<file path="src/rtl/fb_pkg.sv">
// fb_pkg: framebuffer geometry, widths and arbiter state type shared by the
// scan-out timing block and the framebuffer port arbiter.
package fb_pkg;
   localparam int FB_ADDR_W = 19;
   localparam int FB_DATA_W = 12;
   localparam int H_ACTIVE  = 640;
   localparam int V_ACTIVE  = 480;
   typedef enum logic [1:0] {IDLE, LOCK0, LOCK1} arb_state_t;
endpackage

</file>
<file path="src/rtl/fb_rr_pick2.sv">
// fb_rr_pick2: 2-way round-robin picker with burst lock, one-hot grant.
module fb_rr_pick2 (
   input  logic [1:0] req_i,
   input  logic       rr_ptr_i,
   input  logic       lock_i,
   input  logic       lock_id_i,
   output logic [1:0] gnt_o
);
   logic [1:0] lock_oh, rr_oh;
   assign lock_oh = lock_id_i ? 2'b10 : 2'b01;
   assign rr_oh   = rr_ptr_i ? 2'b10 : 2'b01;
   assign gnt_o   = lock_i ? (req_i & lock_oh) : (&req_i ? rr_oh : req_i);
endmodule

</file>
<file path="src/rtl/fb_port_arbiter.sv">
// fb_port_arbiter: shares one framebuffer BRAM port between scan-out reads
// (absolute priority) and two round-robin UI writers; FB_ARB_STATS_EN adds counters.
module fb_port_arbiter
   import fb_pkg::*;
#(
   parameter int ADDR_W    = FB_ADDR_W,
   parameter int DATA_W    = FB_DATA_W,
   parameter int RD_LAT    = 1,
   parameter int BURST_MAX = 16
) (
   input  logic              clk_vga,
   input  logic              rst_n,
   input  logic              vid_req,
   input  logic [ADDR_W-1:0] vid_addr,
   output logic [DATA_W-1:0] vid_rdata,
   output logic              vid_valid,
   input  logic [1:0]        wr_req,
   input  logic [ADDR_W-1:0] wr_addr0,
   input  logic [ADDR_W-1:0] wr_addr1,
   input  logic [DATA_W-1:0] wr_data0,
   input  logic [DATA_W-1:0] wr_data1,
   input  logic [1:0]        wr_last,
   output logic [1:0]        wr_gnt,
   output logic [ADDR_W-1:0] fb_addr,
   output logic              fb_we,
   output logic [DATA_W-1:0] fb_wdata,
   input  logic [DATA_W-1:0] fb_rdata
`ifdef FB_ARB_STATS_EN
   ,
   output logic [31:0]       stat_wr_cnt,
   output logic [31:0]       stat_stall_cnt
`endif
);
   arb_state_t        state_q, state_d;
   logic              rr_q, rr_d;
   logic [7:0]        cnt_q, cnt_d;
   logic [ADDR_W-1:0] addr_q, addr_d;
   logic [DATA_W-1:0] wdata_q, wdata_d;
   logic              we_q;
   logic [RD_LAT:0]   vid_pipe_q;
   logic [1:0]        pick, xfer;
   logic              any_x, wn, last;
   fb_rr_pick2 u_pick (
      .req_i     (wr_req),
      .rr_ptr_i  (rr_q),
      .lock_i    (state_q != IDLE),
      .lock_id_i (state_q == LOCK1),
      .gnt_o     (pick)
   );
   // Grant is gated by reset too, so it drops immediately with rst_n.
   assign wr_gnt    = (rst_n && !vid_req) ? pick : 2'b00;
   assign xfer      = wr_req & wr_gnt;
   assign any_x     = |xfer;
   assign wn        = xfer[1];
   assign last      = wr_last[wn];
   assign addr_d    = any_x ? (wn ? wr_addr1 : wr_addr0) : (vid_req ? vid_addr : addr_q);
   assign wdata_d   = any_x ? (wn ? wr_data1 : wr_data0) : wdata_q;
   assign fb_addr   = addr_q;
   assign fb_we     = we_q;
   assign fb_wdata  = wdata_q;
   assign vid_rdata = fb_rdata;
   assign vid_valid = vid_pipe_q[RD_LAT];
   always_comb begin
      state_d = state_q;
      rr_d    = rr_q;
      cnt_d   = cnt_q;
      if (state_q == IDLE) begin
         if (any_x) begin
            rr_d = ~wn;
            if (!last && BURST_MAX > 1) begin
               state_d = wn ? LOCK1 : LOCK0;
               cnt_d   = 8'd1;
            end
         end
      end else if (any_x) begin
         cnt_d = cnt_q + 8'd1;
         if (last || cnt_d == 8'(BURST_MAX)) begin
            state_d = IDLE;
            rr_d    = ~wn;
            cnt_d   = '0;
         end
      end else if (!wr_req[state_q == LOCK1]) begin
         state_d = IDLE;
         cnt_d   = '0;
      end
   end
   always_ff @(posedge clk_vga or negedge rst_n) begin
      if (!rst_n) begin
         state_q    <= IDLE;
         rr_q       <= 1'b0;
         cnt_q      <= '0;
         addr_q     <= '0;
         wdata_q    <= '0;
         we_q       <= 1'b0;
         vid_pipe_q <= '0;
      end else begin
         state_q    <= state_d;
         rr_q       <= rr_d;
         cnt_q      <= cnt_d;
         addr_q     <= addr_d;
         wdata_q    <= wdata_d;
         we_q       <= any_x;
         vid_pipe_q <= (RD_LAT+1)'({vid_pipe_q, vid_req});
      end
   end
`ifdef FB_ARB_STATS_EN
   logic stall;
   assign stall = |wr_req && wr_gnt == 2'b00;
   always_ff @(posedge clk_vga or negedge rst_n) begin
      if (!rst_n) begin
         stat_wr_cnt    <= '0;
         stat_stall_cnt <= '0;
      end else begin
         stat_wr_cnt    <= stat_wr_cnt + {31'd0, any_x && ~&stat_wr_cnt};
         stat_stall_cnt <= stat_stall_cnt + {31'd0, stall && ~&stat_stall_cnt};
      end
   end
`endif
endmodule

</file>
<file path="config.mk">
export PLATFORM = sky130hd
export DESIGN_NAME = fb_port_arbiter
export DESIGN_NICKNAME = d
export VERILOG_FILES = /design/src/rtl/fb_pkg.sv /design/src/rtl/fb_rr_pick2.sv /design/src/rtl/fb_port_arbiter.sv
export SDC_FILE = /design/constraint.sdc
export NUM_CORES = 1
export LEC_CHECK = 0
export BUFFER_PORTS_ARGS = -buffer_cell sky130_fd_sc_hd__buf_2
export CAP_MARGIN = 15
export CORE_ASPECT_RATIO = 0.8
export CORE_MARGIN = 5
export CORE_UTILIZATION = 45
export CTS_BUF_LIST = sky130_fd_sc_hd__clkbuf_16
export CTS_CLUSTER_SIZE = 14
export DETAILED_ROUTE_END_ITERATION = 10
export PLACE_DENSITY_LB_ADDON = 0.05
export SYNTH_ARGS = -nofsm -noshare
export SYNTH_HDL_FRONTEND = slang
export SYNTH_SLANG_ARGS = --single-unit
</file>
<file path="constraint.sdc">
create_clock -name clk_vga -period 3.45 [get_ports clk_vga]
set_clock_uncertainty 0.2 [all_clocks]
set_input_delay 0.1725 -clock clk_vga [delete_from_list [all_inputs] [get_ports clk_vga]]
set_output_delay 0.1725 -clock clk_vga [all_outputs]
set_load 0.1 [all_outputs]
</file>
# Word-level counts from Yosys, hierarchy flattened
# Index checks and enable logic that the tools add are counted.
# word_totals
ff_bits	45
input_bits	100
output_inout_bits	47
word_cells	61
# op_classes
add_sub_neg	1
n_lt_le_gt_ge	2
n_eq_ne	6
n_mux	30
bitwise_logic	3
n_reduce_logical	12
# op_table
operator	count
19-bit 2-to-1 mux	3
8-bit 2-to-1 mux	6
2-bit 2-to-1 mux	12
12-bit 2-to-1 mux	1
8-bit by 1-bit adder with 8-bit output (second input constant)	1
8-bit by 5-bit == test with 1-bit output (second input constant)	1
1-bit 2-to-1 mux	8
2-bit != test (second input constant)	3
2-bit nonzero test	3
2-bit AND	2
1-bit by 2-bit less-than comparator with 1-bit output (second input constant)	2
2-bit AND reduction	2
4-bit AND reduction	1
3-bit by 1-bit != test with 1-bit output (second input constant)	1
3-bit AND reduction	1
2-bit == test (second input constant)	1
2-bit logical NOT	1
2-bit OR reduction	1
1-bit logical AND	1
1-bit logical NOT	1
1-bit logical OR	1
1-bit NOT	1

# Depth between registers and ports, before layout
# Gate-level depths: netlist of run 1.
# logic_depth
depth_word	12
mapped_depth	8
mapped_depth_nobuf	7

# Modules after synthesis
# From an unflattened synthesis of run 1, not the netlist that was laid out.
# hier_totals
cells_unflattened	250
hier_area_um2	2518.7
# modules_own_cells
mod	n_inst	cells_each	area_each_um2	seq_area_each_um2
fb_port_arbiter	1	245	2482.4	1126.1
fb_rr_pick2	1	5	36.3	0.0

# Worst setup path before layout of run 1
# Ideal clock, no wire load.
# synth_path
path_type	flip-flop to output port
start	register state_q[1]
end	output port wr_gnt[0]
t_arrival_ns	2.779
t_required_ns	3.077
slack_ns	0.298
path_stages_with_launch	4
path_buffers	0
path_cell_list	dfrtp_1 a21oi_1 nor2_1 nor3b_1
# synth_between
elab_chain_len	5
word_cells_on_any_way	6
classes_between	eq/ne (1); mux (3); bitwise (1); reduce/logical (1)
# synth_lines
element	line	source
from (decl)	fb_port_arbiter.sv:34	arb_state_t state_q, state_d;
from (signal assigned)	fb_port_arbiter.sv:97	state_q <= state_d;
2-bit == test	fb_port_arbiter.sv:47	.lock_id_i (state_q == LOCK1),
2-bit 2-to-1 mux	fb_rr_pick2.sv:10	assign lock_oh = lock_id_i ? 2'b10 : 2'b01;
2-bit AND	fb_rr_pick2.sv:12	assign gnt_o = lock_i ? (req_i & lock_oh) : (&req_i ? rr_oh : req_i);
2-bit 2-to-1 mux (*)	fb_rr_pick2.sv:12	
2-bit 2-to-1 mux (*)	fb_port_arbiter.sv:51	assign wr_gnt = (rst_n && !vid_req) ? pick : 2'b00;
to (decl)	fb_port_arbiter.sv:23	output logic [1:0] wr_gnt,
# Mark *: on every way between the ends. The rest lies on a longest branch, timed or not.

# Worst setup path after layout of run 1
# layout_path
start	input port rst_n
end	register addr_q[15], in the netlist fb_addr[15]
# layout_between
elab_chain_len	5
word_cells_on_any_way	7
classes_between	mux (3); bitwise (1); reduce/logical (3)
# layout_lines
element	line	source
from (decl)	fb_port_arbiter.sv:12	input logic rst_n,
1-bit logical AND (*)	fb_port_arbiter.sv:51	
2-bit 2-to-1 mux (*)	fb_port_arbiter.sv:51	
2-bit AND (*)	fb_port_arbiter.sv:52	assign xfer = wr_req & wr_gnt;
19-bit 2-to-1 mux or 2-bit OR reduction (tied branches)	fb_port_arbiter.sv:56, fb_port_arbiter.sv:53	
19-bit 2-to-1 mux or 2-bit nonzero test (tied branches)	-	
to (signal assigned)	fb_port_arbiter.sv:100	addr_q <= addr_d;
to (decl)	fb_port_arbiter.sv:37	logic [ADDR_W-1:0] addr_q, addr_d;
# Marked as above.
# A chain may end at the register's enable or synchronous reset.

==> run summary, run 1 <==
Die W - 94.9 um
synth unique cells - 46
synthesized area per cell - 8.65 um2
detailed placement HPWL - 5040 um
Min-Delay Path Class - primary input to asynchronous set/reset pin
FF+latch count, synth - 45
setup TNS - 0 ns
sw frac - 48.3%
wirelength, routed - 8050 um
Post-Syn Instances - 300
ys flop type - dfrtp_1
CP cell instances - dlygate4sd3_1, buf_2, nand2b_1, nor2_4, buf_4, a211oi_1, a31oi_1, dlygate4sd3_1
GRT Total Usage - 22.2%
grt ovf - 0
Post-Syn Nets - 402
Final nets - 567
worst path required time - 3.46 ns
met3 usage - 5.42%
status - complete, no violations
Starting Density - 47.0%
clock root buffer - clkbuf_16
FF-to-FF Start - state_q[0]$_DFFE_PN0P_
initial antenna violation count - 0
Pins Over Slew Limit - 0
number of max-cap violations - 0
P per Cell Area - 661 nW/um2
Layout area overhead - 53.0%
Crit. End Element - flop
htree depth - 2
Max Clk Rate - 347 MHz
Flop pwr share - 27.6%
worst-margin pin slew - 0.686 ns
Gate power share - 52.3%
1st-iter DRT viols - 105
most area-consuming cells after synthesis - dfrtp_1, nand2_1, a31oi_1
Period Utilization, post-route - 83.6%
share of cells above drive strength 1 - 30.9%
Clk pin slew, worst setup/hold paths - 0.06 ns
met1 usage - 27.8%
yosys warns - 0
Synth area leader - dfrtp_1
IO Pins - 147
CTS sink cnt - 45
placer congestion estimate - 0.856
count leader, synth - nand2_1
Rows - 24
total CTS buffers - 5
setup bufs post-CTS - 0
unrepaired setup endpoints after global routing - no
Max VDD drop - 0.550 mV
sw power - 1.27 mW
EDFF count, synth - 0
crit path launch type - primary input
Setup violations, final - 0
DRT antenna net count - 0
Post-route DRC - 0
Clock Power Share - 20.1%
GR peak layer - met2
CTS tree - done
CP max stage cell - nor2_4
worst rel slew slack - 54.1%
first-pass GRT wire length - 13100 um
DR pass1 iterations - 4
worst r2r dst - fb_addr[15]$_DFFE_PN0P_
WL/cell - 14.8 um
fin crit period - 2.88 ns
arrival time worst endpoint - 2.90 ns
core area - 5530 um2
post-DR vias/cell - 5.20
Total Die Area - 7390 um2
number of cells on the worst reg-to-reg path - 7
IO buf count - 122
Async S/R FF share, synth - 100%
Most Frequent Cell on Critical Path - dlygate4sd3_1
pin count of the biggest net entering global routing - 40
Fin. Hold Viols - 0
internal power - 1.36 mW
Synth top area share - 43.4%
leakage - 1.83 nW
GR Util met2 - 37.2%
routed vias - 2831
vias in the first global route - 2765
synthesized area - 2590 um2
worst skew pair latency - 0.28 ns
CTS max path bufs - 2
Die Ht - 77.9 um
worst-path fanout max - 31
post-layout worst setup margin - 0.567 ns
sequential share of the synthesized area - 43.4%
reg2reg setup slack - 0.70 ns
top post-synthesis cells by count - nand2_1, dfrtp_1, a31oi_1
Place WS - 1.16 ns
Antenna diodes - 0
Filler cells - 419
largest stage delay on the critical path - 0.59 ns
CP Class - primary input to flop
-- layout make-up --
type                    instances  area (um2)  share of cell area, %
clock buffers                   5         125                   3.15
clock inverters                 3        37.5                  0.945
inverters                       2        7.51                  0.189
multi-input cells             221        1280                   32.3
flip-flops and latches         45        1130                   28.4
well taps                      78        97.6                   2.46
repair buffers                190        1290                   32.6
-- critical path, delay by kind of cell --
family,cells,cell delay (ns)
buf+inv,4,1.67
simple gates,2,0.78
compound gates,2,0.27
-- how the worst max path moves through the flow --
| stage | start | endpoint | slack [ns] | cells after the start |
|---|---|---|---|---|
| finish | rst_n | fb_addr[15]$_DFFE_PN0P_ | 0.57 | 8 |
| global route | rst_n | fb_addr[15]$_DFFE_PN0P_ | 0.34 | 8 |
| CTS | rst_n | fb_addr[15]$_DFFE_PN0P_ | 0.62 | 8 |
| detailed placement | cnt_q[0]$_DFFE_PN0P_ | cnt_q[4]$_DFFE_PN0P_ | 1.16 | 7 |
| global placement | state_q[1]$_DFFE_PN0P_ | cnt_q[4]$_DFFE_PN0P_ | 1.20 | 5 |
| floorplan | state_q[1]$_DFFE_PN0P_ | wr_gnt[0] | 0.30 | 3 |
-- metrics by stage --
| step | instance area [um2] | hold slack (ns) | utilization [%] | total power [mW] | std cells |
|---|---|---|---|---|---|
| final | 3970 | 0.0667 | 71.9 | 2.63 | 544 |
| after global routing | 3970 | 0.0877 | 71.9 | 2.75 | 544 |
| after CTS | 3970 | 0.0632 | 71.9 | 2.63 | 544 |
| after global placement | 3180 | -0.168 | 57.5 | 1.93 | 473 |
| after floorplan | 2590 | -0.323 | - | 1.77 | 300 |
| after detailed placement | 3180 | -0.171 | 57.5 | 1.94 | 473 |
-- cells by family (layout without fill, tap and decap cells) --
kind of cell,count (synthesis),count (layout),synth area share [%]
compound gates,77,77,21.6
xor+xnor,3,3,1.01
fa+ha+maj,2,2,0.964
buf+inv,34,200,7.43
flops,45,45,43.4
mux,1,1,0.386
simple gates,138,138,25.2
-- power by group through the flow --
stage	sequential (mW)	combinational, mW	clock [mW]
2_1_floorplan	1.39	0.381	0
3_3_place_gp	0.728	1.20	0
3_5_place_dp	0.730	1.21	0
4_1_cts	0.723	1.36	0.540
5_1_grt	0.744	1.45	0.559
6_report	0.724	1.37	0.529
-- routing by layer --
layer	routed length, um	up-vias
li1	-	1383
met1	3370	1325
met5	0	-
met4	170	0
met3	537	18
met2	3970	105
-- registers in the layout, summed over array words and instances (netlist names) --
| signal | cells |
|---|---|
| cnt_q | 8 |
| fb_addr | 19 |
| fb_wdata | 12 |
| fb_we | 1 |
| rr_q | 1 |
| state_q | 2 |
| vid_pipe_q | 2 |
-- layout by cell type, fill, tap and decap left out, types with 2 or more instances in the layout --
cell and n:
or3_1 2, dlygate4sd3_1 63, a31oi_1 33, dfrtp_1 45
nand4_1 2, a211oi_1 19, nor2b_1 22, nand3_1 3
nor2_4 2, buf_2 121, nand2b_1 3, nor3b_1 3
o21a_1 2, inv_1 2, xnor2_1 2, buf_4 5
a21oi_1 4, nor2_1 20, ha_1 2, nand3b_1 2
clkbuf_16 5, nand2_1 71, and2_1 2, o21ai_0 4
o31ai_1 2, a221o_1 3
-- timing repair --
action	in CTS	in global routing
endpoints found under the hold margin	76	0
gates resized for setup	0	0
hold buffers	63	0
No activity file was read; power rests on OpenSTA's default activity.
==> inputs of run 2 (changes only) <==
--- a/config.mk
+++ b/config.mk
@@ -9,7 +9,7 @@
 export CAP_MARGIN = 15
 export CORE_ASPECT_RATIO = 0.8
 export CORE_MARGIN = 5
-export CORE_UTILIZATION = 45
+export CORE_UTILIZATION = 44
 export CTS_BUF_LIST = sky130_fd_sc_hd__clkbuf_16
 export CTS_CLUSTER_SIZE = 14
 export DETAILED_ROUTE_END_ITERATION = 10
==> constraint.sdc (replaced) <==
create_clock -name clk_vga -period 3 [get_ports clk_vga]
set_clock_uncertainty 0.2 [all_clocks]
set_input_delay 0.15 -clock clk_vga [delete_from_list [all_inputs] [get_ports clk_vga]]
set_output_delay 0.15 -clock clk_vga [all_outputs]
set_load 0.1 [all_outputs]
==> run 2 against run 1 <==
Against the previous run: die area increased by 2.0%; non-clock buffer count unchanged; final area decreased by 0.19%; critical path type unchanged; critical endpoint is now fb_addr[14]$_DFFE_PN0P_.
==> run summary, run 2 (synthesis results as in run 1) <==
status - complete, no violations
vias in the first global route - 2694 (-2.6%)
WL/cell - 14.2 um (-3.9%)
worst rel slew slack - 66.7% (+13 points)
worst-margin pin slew - 0.503 ns (-0.183 ns)
Die Ht - 78.7 um (+0.99%)
Final nets - 567 (unchanged)
placed inst area - 3200 um2 (+0.67%)
pin count of the biggest net entering global routing - 67 (+68%)
routed vias - 2750 (-2.9%)
most common cell after layout, fill and taps aside - buf_2
FF-to-FF Start - state_q[1]$_DFFE_PN0P_
CTS tree - done
initial antenna violation count - 0 (unchanged)
DR pass1 iterations - 4 (unchanged)
number of max-cap violations - 0 (unchanged)
core area - 5820 um2 (+5.3%)
sw power - 1.43 mW (+13%)
Post-route DRC - 0 (unchanged)
Die W - 95.9 um (+1.0%)
Fin. Hold Viols - 0 (unchanged)
crit path from - rst_n
number of flip-flops in the largest register - 19 (unchanged)
Crit. End Element - flop
unrepaired setup endpoints after global routing - no
total CTS buffers - 5 (unchanged)
Clock Power Share - 17.2% (-2.9 points)
fin crit period - 2.82 ns
Antenna diodes - 0 (unchanged)
leakage - 1.82 nW (-0.53%)
Pins Over Slew Limit - 0 (unchanged)
number of cells on the worst reg-to-reg path - 7 (unchanged)
worst-path fanout max - 27 (-13%)
internal power - 1.48 mW (+8.7%)
most frequent cells in the layout - buf_2, nand2_1, dlygate4sd3_1, dfrtp_1, a31oi_1
Layout area overhead - 52.7%
Max VDD drop - 0.392 mV (-29%)
setup bufs post-CTS - 0 (unchanged)
setup TNS - 0 ns (unchanged)
Setup violations, final - 0 (unchanged)
Finished Cell Area - 3960 um2 (-0.19%)
reg2reg setup slack - 0.23 ns (-0.47 ns)
Period Utilization, post-route - 94.0%
1st-iter DRT viols - 115 (+9.5%)
post-DR vias/cell - 5.04 (-3.2%)
worst path required time - 3.01 ns (-0.45 ns)
Filler cells - 503 (+20%)
worst r2r dst - fb_addr[14]$_DFFE_PN0P_
grt ovf - 0 (unchanged)
CP Class - primary input to flop
Total Die Area - 7540 um2 (+2.0%)
Rows - 25 (+4.2%)
worst skew pair latency - 0.28 ns (about the same)
IO buf count - 122 (unchanged)
Max Clk Rate - 355 MHz
placer congestion estimate - 0.800 (-6.6%)
IO Pins - 147 (unchanged)
clock root buffer - clkbuf_16
Gate power share - 54.2% (+1.9 points)
post-layout worst setup margin - 0.181 ns (-0.386 ns)
Starting Density - 44.6% (-2.4 points)
Place WS - 0.681 ns (-0.477 ns)
Min-Delay Path Class - primary input to asynchronous set/reset pin
crit path launch type - primary input
DRT antenna net count - 0 (unchanged)
share of cells above drive strength 1 - 31.0% (+0.066 points)
Clk pin slew, worst setup/hold paths - 0.06 ns (about the same)
P per Cell Area - 734 nW/um2 (+11%)
sw frac - 49.2% (+0.97 points)
arrival time worst endpoint - 2.83 ns (-0.07 ns)
Flop pwr share - 28.5% (+0.9 points)
wirelength, routed - 7760 um (-3.6%)
detailed placement HPWL - 5130 um (+1.7%)
CTS sink cnt - 45 (unchanged)
htree depth - 2 (unchanged)
CTS max path bufs - 2 (unchanged)
GRT Total Usage - 21.0% (-1.1 points)
first-pass GRT wire length - 12700 um (-3.5%)
==> run 2: cell type report <==
type / instances / area (um2) / area share [%]
Multi-Input combinational cell: 221 / 1290 / 32.5
Clock inverter: 2 / 7.51 / 0.189
Tap cell: 81 / 101 / 2.56
Inverter: 2 / 8.76 / 0.221
Sequential cell: 45 / 1130 / 28.4
Timing Repair Buffer: 190 / 1310 / 33.0
Clock buffer: 5 / 125 / 3.16
==> run 2: worst max-delay path, cell delays in order <==
cell           delay, ns
dlygate4sd3_1       0.53
buf_2               0.28
and4bb_2            0.38
nand2_1             0.12
clkinv_2            0.32
buf_4               0.25
nand2_1             0.07
a31oi_1             0.17
dlygate4sd3_1       0.57
==> run 2: power by group through the flow <==
stage / clock (mW) / sequential (mW) / combinational (mW)
2_1_floorplan: 0 / 1.60 / 0.439
3_3_place_gp: 0 / 0.833 / 1.39
3_5_place_dp: 0 / 0.838 / 1.40
4_1_cts: 0.514 / 0.829 / 1.58
5_1_grt: 0.537 / 0.848 / 1.67
6_report: 0.502 / 0.829 / 1.58
==> run 2: timing repair <==
| item | in CTS | in global routing |
|---|---|---|
| resized for setup | 0 | 1 |
| hold buffers | 63 | 0 |
| hold endpoints to repair | 76 | 0 |
| setup endpoints to repair | 0 | 7 |
==> run 2: through the flow <==
| stage | instances | hold slack (ns) | utilization, % | power [mW] |
|---|---|---|---|---|
| 2_1_floorplan | 300 | -0.346 | - | 2.04 |
| 3_3_place_gp | 476 | -0.154 | 55.0 | 2.23 |
| 3_5_place_dp | 476 | -0.159 | 55.0 | 2.24 |
| 4_1_cts | 546 | 0.101 | 68.1 | 2.92 |
| 5_1_grt | 546 | 0.100 | 68.1 | 3.05 |
| 6_report | 546 | 0.100 | 68.1 | 2.91 |
==> run 2: worst max-delay path by stage <==
stage	endpoint	slack [ns]	depth (start not counted)
after CTS	fb_addr[17]$_DFFE_PN0P_	0.10	9
after global placement	cnt_q[4]$_DFFE_PN0P_	0.77	5
final	fb_addr[14]$_DFFE_PN0P_	0.18	9
after floorplan	rr_q$_DFFE_PN0P_	0.80	7
after detailed placement	cnt_q[4]$_DFFE_PN0P_	0.68	7
after global routing	fb_addr[16]$_DFFE_PN0P_	0.02	9
==> run 2: per-layer routing <==
metal  wire (um)  track usage, %
met5           0               0
met4          95            6.53
met3         625            5.21
met2        3620            33.2
met1        3420            28.4
==> inputs of run 3 (changes only) <==
--- a/config.mk
+++ b/config.mk
@@ -14,6 +14,7 @@
 export CTS_CLUSTER_SIZE = 14
 export DETAILED_ROUTE_END_ITERATION = 10
 export PLACE_DENSITY_LB_ADDON = 0.05
+export RECOVER_POWER = 50
 export SYNTH_ARGS = -nofsm -noshare
 export SYNTH_HDL_FRONTEND = slang
 export SYNTH_SLANG_ARGS = --single-unit
==> run 3 against run 2 <==
Against the previous run: flip-flop and latch count is the same; critical endpoint unchanged; non-clock buffer count unchanged; highest routed layer unchanged; first-iteration DRC count decreased by 7.8%; wire length grew 0.12%.
==> run summary, run 3 (synthesis results as in run 1) <==
leakage - 1.79 nW (-1.7%)
first-pass GRT wire length - 12700 um (unchanged)
CP bufs+invs - 5 (unchanged)
worst rel slew slack - 21.7% (-45 points)
setup TNS - 0 ns (unchanged)
number of flip-flops in the largest register - 19 (unchanged)
core area - 5820 um2 (unchanged)
Die W - 95.9 um (unchanged)
largest stage delay on the critical path - 0.57 ns (about the same)
htree depth - 2 (unchanged)
1st-iter DRT viols - 106 (-7.8%)
internal power - 1.47 mW (-0.53%)
sw power - 1.43 mW (about the same)
initial antenna violation count - 0 (unchanged)
Final Util - 67.8% (-0.30 points)
P per Cell Area - 735 nW/um2 (+0.14%)
status - complete, no violations
routed vias - 2745 (-0.18%)
setup bufs post-CTS - 0 (unchanged)
Period Utilization, post-route - 93.9% (about the same)
Crit. End Element - flop
Flop pwr share - 28.6% (about the same)
final non-filler cell total - 546 (unchanged)
CP max stage cell - dlygate4sd3_1
post-DR vias/cell - 5.03 (-0.18%)
CTS max path bufs - 2 (unchanged)
IO Pins - 147 (unchanged)
CP Class - primary input to flop
Antenna diodes - 0 (unchanged)
number of max-cap violations - 0 (unchanged)
IO buf count - 122 (unchanged)
Filler cells - 512 (+1.8%)
Fin. Hold Viols - 0 (unchanged)
Pins Over Slew Limit - 0 (unchanged)
Clk pin slew, worst setup/hold paths - 0.06 ns (about the same)
most frequent cells in the layout - buf_2, nand2_1, dlygate4sd3_1, dfrtp_1, a31oi_1
Setup violations, final - 0 (unchanged)
vias in the first global route - 2694 (unchanged)
Placed Cells - 476 (unchanged)
Min-Delay Path Class - primary input to asynchronous set/reset pin
GRT Total Usage - 21.0% (unchanged)
Gate power share - 54.1% (about the same)
WP depth - 9 (unchanged)
worst-margin pin slew - 1.18 ns (+0.677 ns)
arrival time worst endpoint - 2.83 ns (about the same)
total CTS buffers - 5 (unchanged)
clock root buffer - clkbuf_16
DR pass1 iterations - 4 (unchanged)
Die Ht - 78.7 um (unchanged)
worst-path fanout max - 27 (unchanged)
CTS tree - done
WL/cell - 14.2 um (+0.12%)
Rows - 25 (unchanged)
CTS sink cnt - 45 (unchanged)
CP cell instances - dlygate4sd3_1, buf_2, and4bb_2, nand2_1, clkinv_2, buf_4, nand2_1, a31oi_1, dlygate4sd3_1
Place WS - 0.681 ns (unchanged)
Post-route DRC - 0 (unchanged)
Layout area overhead - 52.1%
placer congestion estimate - 0.800 (unchanged)
wirelength, routed - 7770 um (+0.12%)
worst path required time - 3.01 ns (about the same)
unrepaired setup endpoints after global routing - no
post-layout worst setup margin - 0.182 ns (+0.00113 ns)
share of cells above drive strength 1 - 28.8% (-2.2 points)
Total Die Area - 7540 um2 (unchanged)
detailed placement HPWL - 5130 um (unchanged)
most common cell after layout, fill and taps aside - buf_2
Final nets - 567 (unchanged)
pin count of the biggest net entering global routing - 67 (unchanged)
Max VDD drop - 0.389 mV (-0.79%)
DRT antenna net count - 0 (unchanged)
number of cells on the worst reg-to-reg path - 7 (unchanged)
crit path launch type - primary input
fin crit period - 2.82 ns (-0.00113 ns)
Clock Power Share - 17.2% (about the same)
Worst path top cell family by delay - buffers and inverters
sw frac - 49.4% (+0.12 points)
Max Clk Rate - 355 MHz (about the same)
Starting Density - 44.6% (unchanged)
worst skew pair latency - 0.27 ns (about the same)
grt ovf - 0 (unchanged)
-- run 3: cell count changes in the layout (fill, tap and decap cells not counted) --
cell and change:
clkbuf_1 +10, buf_4 -2, buf_2 -9, clkbuf_2 +1
-- run 3: cell type report --
class                      instances  area [um2]  share of cell area (%)
clock buffer                       5         125                    3.17
clock inverter                     2        7.51                   0.190
inverter                           2        8.76                   0.222
multi-input combinational        221        1290                    32.7
sequential                        45        1130                    28.5
tap                               81         101                    2.57
timing repair buffer             190        1290                    32.7
-- run 3: worst reg2reg max path: stages, from the launching register on --
cell and delay [ns]:
dfrtp_1 0.44, or3b_4 0.47, nand2_1 0.13, clkinv_2 0.35, buf_4 0.32, nand2_1 0.08, a31oi_1 0.08, dlygate4sd3_1 0.57
-- run 3: final timing paths --
| check | from | to | slack, ns |
|---|---|---|---|
| max in group asynchronous | rst_n | cnt_q[1]$_DFFE_PN0P_ | 1.36 |
| min reg2reg | vid_pipe_q[0]$_DFF_PN0_ | vid_pipe_q[1]$_DFF_PN0_ | 0.15 |
| max reg2reg | state_q[1]$_DFFE_PN0P_ | fb_addr[14]$_DFFE_PN0P_ | 0.23 |
| min in group clk_vga | fb_rdata[4] | vid_rdata[4] | 0.10 |
| min | rst_n | fb_addr[8]$_DFFE_PN0P_ | 0.10 |
| max | rst_n | fb_addr[14]$_DFFE_PN0P_ | 0.18 |
-- run 3: per-stage QoR --
step                total power, mW  hold slack [ns]  cell area (um2)
global route                   3.04            0.100             3950
floorplan                      2.04           -0.346             2600
finish                         2.90            0.100             3950
detailed placement             2.24           -0.159             3200
CTS                            2.92            0.101             3960
global placement               2.23           -0.154             3200
-- run 3: per-layer routing --
metal,up-vias,GRT usage [%],part of all wire (%)
met4,0,6.53,1.2
met2,95,33.2,47
li1,1375,-,-
met3,14,5.21,8.3
met5,-,0,0
met1,1261,28.4,44
-- run 3: timing repair --
item | CTS | global route
setup endpoints to repair | 0 | 7
resized for setup | 0 | 1
hold buffers | 63 | 0
hold endpoints to repair | 76 | 0
-- run 3: power groups by stage --
stage / Sequential [mW] / Combinational, mW / Clock, mW
2_1_floorplan: 1.60 / 0.439 / 0
3_3_place_gp: 0.833 / 1.39 / 0
3_5_place_dp: 0.838 / 1.40 / 0
4_1_cts: 0.829 / 1.58 / 0.514
5_1_grt: 0.848 / 1.66 / 0.537
6_report: 0.830 / 1.57 / 0.500
